[config.mk]
export PLATFORM = sky130hd
export DESIGN_NAME = fifo_reader_tx
export DESIGN_NICKNAME = d
export VERILOG_FILES = /design/src/rtl/fifo_reader_tx.sv
export SDC_FILE = /design/constraint.sdc
export NUM_CORES = 1
export LEC_CHECK = 0
export ABC_AREA = 1
export CAP_MARGIN = 25
export CORE_UTILIZATION = 35
export CTS_CLUSTER_DIAMETER = 100
export CTS_CLUSTER_SIZE = 14
export DETAILED_ROUTE_END_ITERATION = 12
export PLACE_DENSITY = 0.57
export SYNTH_ARGS = -nofsm -noshare
export SYNTH_HDL_FRONTEND = slang
export SYNTH_SLANG_ARGS = --single-unit
[constraint.sdc]
create_clock -name clk -period 1.85 [get_ports clk]
set_clock_uncertainty 0.1 [all_clocks]
set_input_delay 0.37 -clock clk [delete_from_list [all_inputs] [get_ports clk]]
set_output_delay 0.37 -clock clk [all_outputs]
set_load 0.01 [all_outputs]
[src/rtl/fifo_reader_tx.sv]
// rtl/fifo_reader_tx.sv - pops one FIFO word per frame and sends it as a start/data/stop serial frame
module fifo_reader_tx #(
    parameter int DATA_WIDTH   = 4,
    parameter int CLKS_PER_BIT = 4
) (
    input  logic                  clk,
    input  logic                  reset,
    input  logic                  tx_en,
    input  logic                  rd_val,
    input  logic [DATA_WIDTH-1:0] rd_data,
    output logic                  rd_en,
    output logic                  tx,
    output logic                  busy,
    output logic                  frame_done
);

    localparam int CNT_W = $clog2(CLKS_PER_BIT);
    localparam int BIT_W = (DATA_WIDTH > 1) ? $clog2(DATA_WIDTH) : 1;
    localparam logic [CNT_W-1:0] CNT_LAST = CNT_W'(CLKS_PER_BIT - 1);
    localparam logic [BIT_W-1:0] BIT_LAST = BIT_W'(DATA_WIDTH - 1);

    typedef enum logic [2:0] {
        IDLE  = 3'd0,
        REQ   = 3'd1,
        WAIT  = 3'd2,
        START = 3'd3,
        DATA  = 3'd4,
        STOP  = 3'd5
    } state_t;

    state_t                state;
    state_t                state_nx;
    logic [CNT_W-1:0]      cyc_cnt;
    logic [CNT_W-1:0]      cyc_nx;
    logic [BIT_W-1:0]      bit_cnt;
    logic [BIT_W-1:0]      bit_nx;
    logic [DATA_WIDTH-1:0] shreg;
    logic [DATA_WIDTH-1:0] shreg_nx;
    logic                  rd_en_nx;
    logic                  tx_nx;
    // Blocks a pop on the first edge after reset release so the FIFO sees a clean cycle.
    logic                  armed;

    assign busy       = (state != IDLE);
    assign frame_done = (state == STOP) && (cyc_cnt == CNT_LAST);

    // Next-state and next-output logic; the payload is shifted right so tx always takes bit 0.
    always_comb begin
        state_nx = state;
        cyc_nx   = cyc_cnt;
        bit_nx   = bit_cnt;
        shreg_nx = shreg;
        rd_en_nx = 1'b0;
        tx_nx    = tx;
        case (state)
            IDLE: begin
                tx_nx  = 1'b1;
                cyc_nx = '0;
                bit_nx = '0;
                if (armed && rd_val && tx_en) begin
                    rd_en_nx = 1'b1;
                    state_nx = REQ;
                end
            end
            REQ: begin
                state_nx = WAIT;
            end
            WAIT: begin
                shreg_nx = rd_data;
                tx_nx    = 1'b0;
                cyc_nx   = '0;
                state_nx = START;
            end
            START: begin
                if (cyc_cnt == CNT_LAST) begin
                    cyc_nx   = '0;
                    bit_nx   = '0;
                    tx_nx    = shreg[0];
                    shreg_nx = shreg >> 1;
                    state_nx = DATA;
                end else begin
                    cyc_nx = cyc_cnt + CNT_W'(1);
                end
            end
            DATA: begin
                if (cyc_cnt == CNT_LAST) begin
                    cyc_nx = '0;
                    if (bit_cnt == BIT_LAST) begin
                        bit_nx   = '0;
                        tx_nx    = 1'b1;
                        state_nx = STOP;
                    end else begin
                        bit_nx   = bit_cnt + BIT_W'(1);
                        tx_nx    = shreg[0];
                        shreg_nx = shreg >> 1;
                    end
                end else begin
                    cyc_nx = cyc_cnt + CNT_W'(1);
                end
            end
            STOP: begin
                tx_nx = 1'b1;
                if (cyc_cnt == CNT_LAST) begin
                    cyc_nx   = '0;
                    state_nx = IDLE;
                end else begin
                    cyc_nx = cyc_cnt + CNT_W'(1);
                end
            end
            default: begin
                tx_nx    = 1'b1;
                cyc_nx   = '0;
                bit_nx   = '0;
                state_nx = IDLE;
            end
        endcase
    end

    // State and registered outputs; reset drops any frame in flight together with its word.
    always_ff @(posedge clk or negedge reset) begin
        if (!reset) begin
            state   <= IDLE;
            cyc_cnt <= '0;
            bit_cnt <= '0;
            shreg   <= '0;
            rd_en   <= 1'b0;
            tx      <= 1'b1;
            armed   <= 1'b0;
        end else begin
            state   <= state_nx;
            cyc_cnt <= cyc_nx;
            bit_cnt <= bit_nx;
            shreg   <= shreg_nx;
            rd_en   <= rd_en_nx;
            tx      <= tx_nx;
            armed   <= 1'b1;
        end
    end

endmodule

==> qor.yml, run 1 <==
die:
  die_h_microns: 50.6
  initial_utilization_pct: 37.4
  die-area_sq_um: 2560
  fp.coreArea_sq_um: 2210
  ios: 12
  placementRows: 17
  die_x_microns: 50.6
yosys:
  synth_cells: 104
  synth_area_leaders: "dfrtp_1 (39%), nand2_1 (15%), nand3_1 (7.9%), ha_1 (4.5%), nor2_1 (4.1%)"
  synth_seq_area_share_pct: 42.4
  avgSynthCellArea_sq_um: 7.96
  synth_cell_types: 25
  syn-num-nets: 115
  synth_area_leader_cell: "dfrtp_1"
  netlist_area_sq_um: 828
  ys_seq_elements: 14
  synth_top_area_share_pct: 39.3
  synth_warnings: 0
place:
  place_ws_ps: 67.6
  port_buffers: 11
  gp_congestion: 0.810
  dp_hpwl_microns: 1280
cts:
  htreeDepth: 1
  cts.clk_slew.worst_paths_ps: 90
  cts_hold_buf: 0
  clock_sink_count: 14
  cts_root_buf: "clkbuf_4"
  clk_path_buf_depth: 2
  cts_buffers: 3
  clk_latency_ps: 290
  cts_tree: "built"
sta:
  tns_ps: 0
  fin_crit_sh_pct: 93.9
  rsz0062_at_grt: "false"
  fmax_mhz: 575
  hold_viol_final: 0
  fin_ws_ps: 112
  finalCriticalPeriod_ps: 1740
  slew_violations: 0
  finalSetupViolations: 0
finish:
  multi_input_area_sq_um: 437
  syn_to_final_growth_pct: 26.6
  fillCellCount: 227
  final_cell_mix: "nand2_1 (32), nand3_1 (13), dfrtp_1 (12), nor2_1 (9)"
  layout-drive-gt1-share_pct: 18.5
  num-nets-final: 136
  final_common_cell: "nand2_1"
  seq_area_sq_um: 353
  diodes: 0
worst_setup_path:
  ff2ff_path_depth: 7
  setup.worst_path.start_class: "flip-flop"
  worstSetupEndpointType: "primary output"
  cp-startpoint: "cyc_cnt[0]"
  worstPathMaxFanout: 4
  timing.rr.start: "state[1]"
  critPathArrivalTime_ps: 1270
  reg2reg_slack_ps: 210
  r2r_end: "shreg[0]"
  endpoint: "frame_done"
  crit_required_ps: 1380
  worstSetupPathType: "flip-flop to primary output"
route:
  finalWirelength_microns: 1720
  vias: 725
  via_per_inst: 4.77
  wl_per_cell_microns: 11.3
  drt_iter0_drc: 14
  first_pass_iters: 4
  post-route-drc-count: 0
  ant_nets: 0
power:
  p_leak_nw: 0.523
  vdd_drop_max_mv: 0.729
  power_density_nw_per_um2: 1480
flow_run:
  drv_cap: 0
global_route:
  grt_pass1_wl_microns: 3050
  antenna_found_initial: 0
  grt_usage_pct: 16.1
  first_global_vias: 736
  grt-ovfl-total: 0
  grt_start_max_net_pins: 15
min_path:
  worst_hold_path_type: "input port to async pin"
run_status:
  status: "finished clean"
## worst min-delay path by stage
stage / startpoint / depth (start not counted) / slack (ps) / to
CTS: reset / 2 / 300 / cyc_cnt[0]
floorplan: reset / 0 / -30 / armed
global route: reset / 2 / 320 / cyc_cnt[0]
global placement: tx / 2 / 360 / tx
finish: reset / 2 / 290 / cyc_cnt[0]
detailed placement: tx / 2 / 360 / tx
## synth_stat cells
library cell,count
inv_1,8
clkinv_1,1
a21oi_4,1
nand3_4,1
nor2_1,9
nand4_1,3
o311ai_1,1
inv_2,2
nand3b_2,1
a21oi_1,1
nand2_1,32
nor2_2,1
ha_1,3
nand3_1,13
o22ai_1,2
nand3_2,1
o21ai_1,3
nand2_4,2
nand2_2,1
conb_1,1
dfstp_2,1
buf_6,1
o21ai_0,1
dfrtp_1,13
o21ai_2,1
## registers in the layout, indices dropped and copies added (netlist names)
register	cells
shreg	4
state	3
bit_cnt	2
cyc_cnt	2
armed	1
rd_en	1
tx	1
## layout make-up
cell class              instances  area share (%)
inverters                      11            3.94
multi-input cells              78            41.6
well taps                      28            3.34
flip-flops and latches         14            33.7
repair buffers                 17            14.9
clock buffers                   4            2.51
## layer usage
layer	global-route usage, %	up-vias	part of all wire, %
met1	20.8	333	51
met4	8.33	0	2.2
met3	2.73	5	2.3
met2	25.6	8	44
li1	-	379	-
met5	0	-	0
## cell families (layout without fill, tap and decap cells)
group / Yosys count / after routing / synth area share (%)
AOI/OAI and AO/OA: 10 / 10 / 8.61
adders and majority gates: 3 / 3 / 4.53
buffers and inverters: 12 / 32 / 6.34
and+or+nand+nor: 64 / 64 / 37.6
DFF: 14 / 14 / 42.4
other: 1 / 1 / 0.453
## stage by stage
step	cell area (sq um)	util (%)	power [mW]	cells	hold WS [ps]
2_1_floorplan	828	-	1.14	104	-25.6
3_3_place_gp	1000	45.2	1.34	147	356
3_5_place_dp	1000	45.2	1.36	147	356
4_1_cts	1030	46.4	1.55	151	298
5_1_grt	1050	47.4	1.72	152	325
6_report	1050	47.4	1.56	152	290
## power breakdown
| part | switching, mW | internal (mW) |
|---|---|---|
| clock network | 0.103 | 0.0838 |
| registers | 0.0832 | 0.423 |
| logic | 0.520 | 0.343 |
| total | 0.706 | 0.850 |
## what timing repair did
| item | in CTS | in global routing |
|---|---|---|
| setup buffers | 0 | 1 |
| pin swaps | 0 | 0 |
| resized for setup | 4 | 3 |
| endpoints found under the setup margin | 2 | 2 |
## worst max-delay path, cell delays in order (launching register included)
cell and delay, ps:
dfrtp_1 400, ha_4 170, inv_1 50, nor2_1 110, clkdlybuf4s15_1 240
Note: power is estimated with default switching activity, not from simulation.
==> inputs of run 2 (changes only) <==
Settings changed: CTS_CLUSTER_SIZE 14 to not set, PLACE_DENSITY 0.57 to not set.
==> run 2 against run 1 <==
Compared with the run above: critical path depth shrank 3; sequential share of layout area grew 0.37 points; critical path type unchanged; die area is the same; first-iteration DRC count shrank 7.1%; via count grew 0.55%; worst setup slack lost 69 ps; maximum frequency shrank 3.8%; combinational power shrank 0.7%; critical endpoint is now tx; total power grew 1.5%; worst hold slack lost 1.1 ps; register-to-register slack lost 20 ps; largest power group unchanged.
==> qor.yml, run 2 (synthesized netlist as in run 1, its figures left out) <==
die:
  die_x_microns: 50.6
  fp.coreArea_sq_um: 2210
  initial_utilization_pct: 37.4
  placementRows: 17
  ios: 12
  die-area_sq_um: 2560
  die_h_microns: 50.6
worst_setup_path:
  critPathArrivalTime_ps: 1340
  setup.worst_path.start_class: "flip-flop"
  critical_path.top_delay_family: "flip-flops"
  ff2ff_path_depth: 7
  worstSetupPathType: "flip-flop to primary output"
  worstSetupEndpointType: "primary output"
  crit_required_ps: 1380
  worstPathMaxFanout: 2
  worstPathCellList: "clkdlybuf4s50_1"
  critPathBufInv: 1
  max_stage_delay_ps: 540
  cp_num_cells: 1
  cpMaxStageDelayCell: "dfstp_2"
finish:
  syn_to_final_growth_pct: 25.2
  largest_reg_flops: 4
  top_register: "shreg"
  num-nets-final: 135
  fillCellCount: 232
  multi_input_area_sq_um: 427
  fin_util_pct: 46.9
  final_cell_mix: "nand2_1 (32), nand3_1 (13), dfrtp_1 (12), nor2_1 (9), clkdlybuf4s50_1 (9)"
  stdcell_area_sq_um: 1040
  layout-drive-gt1-share_pct: 18.7
  seq_area_sq_um: 353
  final_common_cell: "nand2_1"
  diodes: 0
  reg_top3: "shreg x4, state x3"
sta:
  tns_ps: 0
  rsz0062_at_grt: "false"
  holdWs_ps: 289
  fmax_mhz: 553
  hold_viol_final: 0
  finalSetupViolations: 0
  finalCriticalPeriod_ps: 1810
  fin_crit_sh_pct: 97.7
  slew_violations: 0
global_route:
  grt_start_max_net_pins: 15
  antenna_found_initial: 0
  grt_usage_pct: 16.4
  grt-ovfl-total: 0
  grt_pass1_wl_microns: 3020
  first_global_vias: 718
route:
  ant_nets: 0
  finalWirelength_microns: 1650
  wl_per_cell_microns: 11.0
  via_per_inst: 4.83
  vias: 729
  drt_iter0_drc: 13
  first_pass_iters: 4
  post-route-drc-count: 0
power:
  sw_frac_of_total_pct: 44.3
  power_density_nw_per_um2: 1520
  p_switching_mw: 0.699
  p_leak_nw: 0.516
  vdd_drop_max_mv: 0.648
  pwr-share-comb_pct: 54.3
  p_int_mw: 0.880
  clkPwrFrac_pct: 13.9
  p_total_mw: 1.58
  seqPwrFrac_pct: 31.8
cts:
  cts_tree: "built"
  clk_latency_ps: 280
  cts_root_buf: "clkbuf_4"
  cts.clk_slew.worst_paths_ps: 90
  htreeDepth: 1
  clk_path_buf_depth: 2
  cts_buffers: 3
  clock_sink_count: 14
run_status:
  status: "finished clean"
flow_run:
  drv_cap: 0
place:
  port_buffers: 11
  gp_congestion: 0.841
  dp_hpwl_microns: 1270
  placed_cell_area_sq_um: 992
min_path:
  worst_hold_path_type: "input port to async pin"
run 2: repair_timing:
action | 4_1_cts | 5_1_grt
hold buffers | 0 | 0
setup buffers | 1 | 0
endpoints found under the setup margin | 2 | 0
resized for setup | 4 | 0
run 2: path summary, 6_finish.rpt:
kind | slack [ps] | startpoint | to
max | 40 | tx | tx
min | 290 | reset | cyc_cnt[1]
max reg2reg | 190 | state[0] | shreg[3]
min reg2reg | 380 | tx | tx
max in group asynchronous | 1120 | reset | tx
min in group clk | 380 | tx | tx
run 2: through the flow:
| step | setup slack (ps) | instances |
|---|---|---|
| after floorplan | 479 | 104 |
| after global placement | 121 | 146 |
| after detailed placement | 102 | 146 |
| after CTS | 23.8 | 151 |
| after global routing | 5.78 | 151 |
| final | 43.1 | 151 |
run 2: power by group through the flow:
stage	Sequential, mW	Combinational [mW]	Clock [mW]
after floorplan	0.491	0.649	0
after global placement	0.505	0.829	0
after detailed placement	0.507	0.850	0
after CTS	0.500	0.864	0.233
after global routing	0.515	0.995	0.245
final	0.502	0.857	0.219
run 2: final cells by class:
cell class / instances / share of cell area (%)
clock buffers: 4 / 3.50
inverters: 11 / 3.98
multi-input cells: 78 / 41.1
flip-flops and latches: 14 / 34.0
well taps: 28 / 3.38
repair buffers: 16 / 14.0
run 2: worst reg2reg max path: cells and delay by family, from the launching register on:
| kind | cells | cell delay, ps |
|---|---|---|
| DFF | 1 | 430 |
| buffers and inverters | 1 | 180 |
| AOI/OAI and AO/OA | 1 | 330 |
| and+or+nand+nor | 5 | 510 |
run 2: metal layers:
layer | wire length (microns) | track usage [%] | vias up
li1 | - | - | 378
met1 | 796 | 20.1 | 336
met2 | 775 | 26.2 | 13
met3 | 65 | 3.94 | 2
met4 | 17 | 8.80 | 0
met5 | 0 | 0 | -
==> inputs of run 3 (changes only) <==
Settings changed: CELL_PAD_IN_SITES_DETAIL_PLACEMENT set to 1, CELL_PAD_IN_SITES_GLOBAL_PLACEMENT set to 1, PLACE_DENSITY_LB_ADDON set to 0.1.
==> run 3 against run 2 <==
Compared with the run above: sequential cell count unchanged; core utilization grew 1.7 points; clock power up 4%; total power increased by 5.4%; routed wire length increased by 24%; maximum frequency increased by 3.5%; first-iteration DRC count decreased by 46%; die area unchanged; sequential share of layout area is 1.1 points lower.
==> qor.yml, run 3 (synthesized netlist as in run 1, its figures left out) <==
route:
  via_per_inst: 4.91
  wl_per_cell_microns: 13.4
  drt_iter0_drc: 7
  finalWirelength_microns: 2050
  post-route-drc-count: 0
  vias: 751
  first_pass_iters: 4
  ant_nets: 0
finish:
  layout-drive-gt1-share_pct: 20.8
  diodes: 0
  final_cell_mix: "nand2_1 (32), nand3_1 (13), dfrtp_1 (11), nor2_1 (9)"
  reg_top3: "shreg x4, state x3"
  syn_to_final_growth_pct: 29.8
  top_register: "shreg"
  num-nets-final: 137
  final_common_cell: "nand2_1"
  largest_reg_flops: 4
  fillCellCount: 278
place:
  place_ws_ps: 71.1
  dp_hpwl_microns: 1600
  gp_congestion: 0.771
  port_buffers: 11
global_route:
  grt_pass1_wl_microns: 3750
  antenna_found_initial: 0
  grt_usage_pct: 20.3
  grt-ovfl-total: 0
  grt_start_max_net_pins: 10
  first_global_vias: 825
power:
  p_int_mw: 0.906
  clkPwrFrac_pct: 13.7
  seqPwrFrac_pct: 30.2
  p_switching_mw: 0.759
  p_leak_nw: 0.533
  sw_frac_of_total_pct: 45.6
  power_density_nw_per_um2: 1550
  vdd_drop_max_mv: 0.750
  pwr-share-comb_pct: 56.0
sta:
  fin_ws_ps: 105
  fin_crit_sh_pct: 94.3
  slew_violations: 0
  finalCriticalPeriod_ps: 1740
  hold_viol_final: 0
  finalSetupViolations: 0
  fmax_mhz: 573
  rsz0062_at_grt: "false"
  tns_ps: 0
die:
  die-area_sq_um: 2560
  initial_utilization_pct: 37.4
  fp.coreArea_sq_um: 2210
  die_h_microns: 50.6
  placementRows: 17
  ios: 12
  die_x_microns: 50.6
cts:
  htreeDepth: 1
  clk_path_buf_depth: 2
  cts.clk_slew.worst_paths_ps: 90
  clock_sink_count: 14
  cts_tree: "built"
  cts_root_buf: "clkbuf_4"
  clk_latency_ps: 290
  cts_buffers: 3
  cts_hold_buf: 0
worst_setup_path:
  critPathArrivalTime_ps: 1270
  endpoint: "busy"
  crit_required_ps: 1380
  reg2reg_slack_ps: 180
  timing.rr.start: "state[0]"
  worstSetupEndpointType: "primary output"
  ff2ff_path_depth: 8
  setup.worst_path.start_class: "flip-flop"
  worstPathMaxFanout: 4
  r2r_end: "shreg[2]"
  cp-startpoint: "state[1]"
  worstSetupPathType: "flip-flop to primary output"
run_status:
  status: "finished clean"
flow_run:
  drv_cap: 0
min_path:
  worst_hold_path_type: "input port to async pin"
[run 3: what timing repair did]
| item | in CTS | in global routing |
|---|---|---|
| gates resized for setup | 6 | 3 |
| setup endpoints to repair | 2 | 8 |
| buffers inserted | 2 | 0 |
[run 3: per-stage QoR]
stage	power (mW)	util (%)	instance area [sq um]	hold slack (ps)	cells
6_report	1.66	48.6	1070	274	153
5_1_grt	1.84	48.6	1070	318	153
4_1_cts	1.69	48.1	1060	282	153
3_5_place_dp	1.40	45.2	1000	371	147
3_3_place_gp	1.36	45.2	1000	360	147
2_1_floorplan	1.14	-	828	-25.6	104
[run 3: worst min path at each step]
| stage | from | end | cells past startpoint | slack [ps] |
|---|---|---|---|---|
| floorplan | reset | armed | 0 | -30 |
| CTS | reset | bit_cnt[1] | 1 | 280 |
| detailed placement | tx | tx | 2 | 370 |
| finish | reset | bit_cnt[1] | 1 | 270 |
| global route | reset | bit_cnt[1] | 1 | 320 |
| global placement | tx | tx | 2 | 360 |
[run 3: power groups by stage]
stage               logic [mW]  registers, mW  clock network [mW]
floorplan                0.649          0.491                   0
global placement         0.847          0.510                   0
detailed placement       0.882          0.518                   0
CTS                      0.945          0.504               0.242
global route              1.07          0.515               0.251
finish                   0.933          0.503               0.228
[run 3: worst max-delay path, stage by stage (launching register included)]
cell and delay, ps:
dfrtp_2 450, nor2_2 170, nand2_1 90, dlygate4sd2_1 290
[run 3: layout make-up]
type                       instances  area (sq um)  share of cell area [%]
multi-input combinational         78           444                    41.3
sequential                        14           354                    32.9
timing repair buffer              18           164                    15.3
inverter                          11          41.3                    3.84
clock buffer                       4          36.3                    3.38
tap                               28          35.0                    3.26
[run 3: routing by layer]
metal  routed length [microns]  part of all wire [%]  vias to the layer above  GRT usage [%]
li1                          -                     -                      383              -
met4                        40                   1.9                        0           11.1
met5                         0                     0                        -              0
met3                        61                   3.0                        4           3.33
met1                       963                    47                      354           24.1
met2                       990                    48                       10           34.7
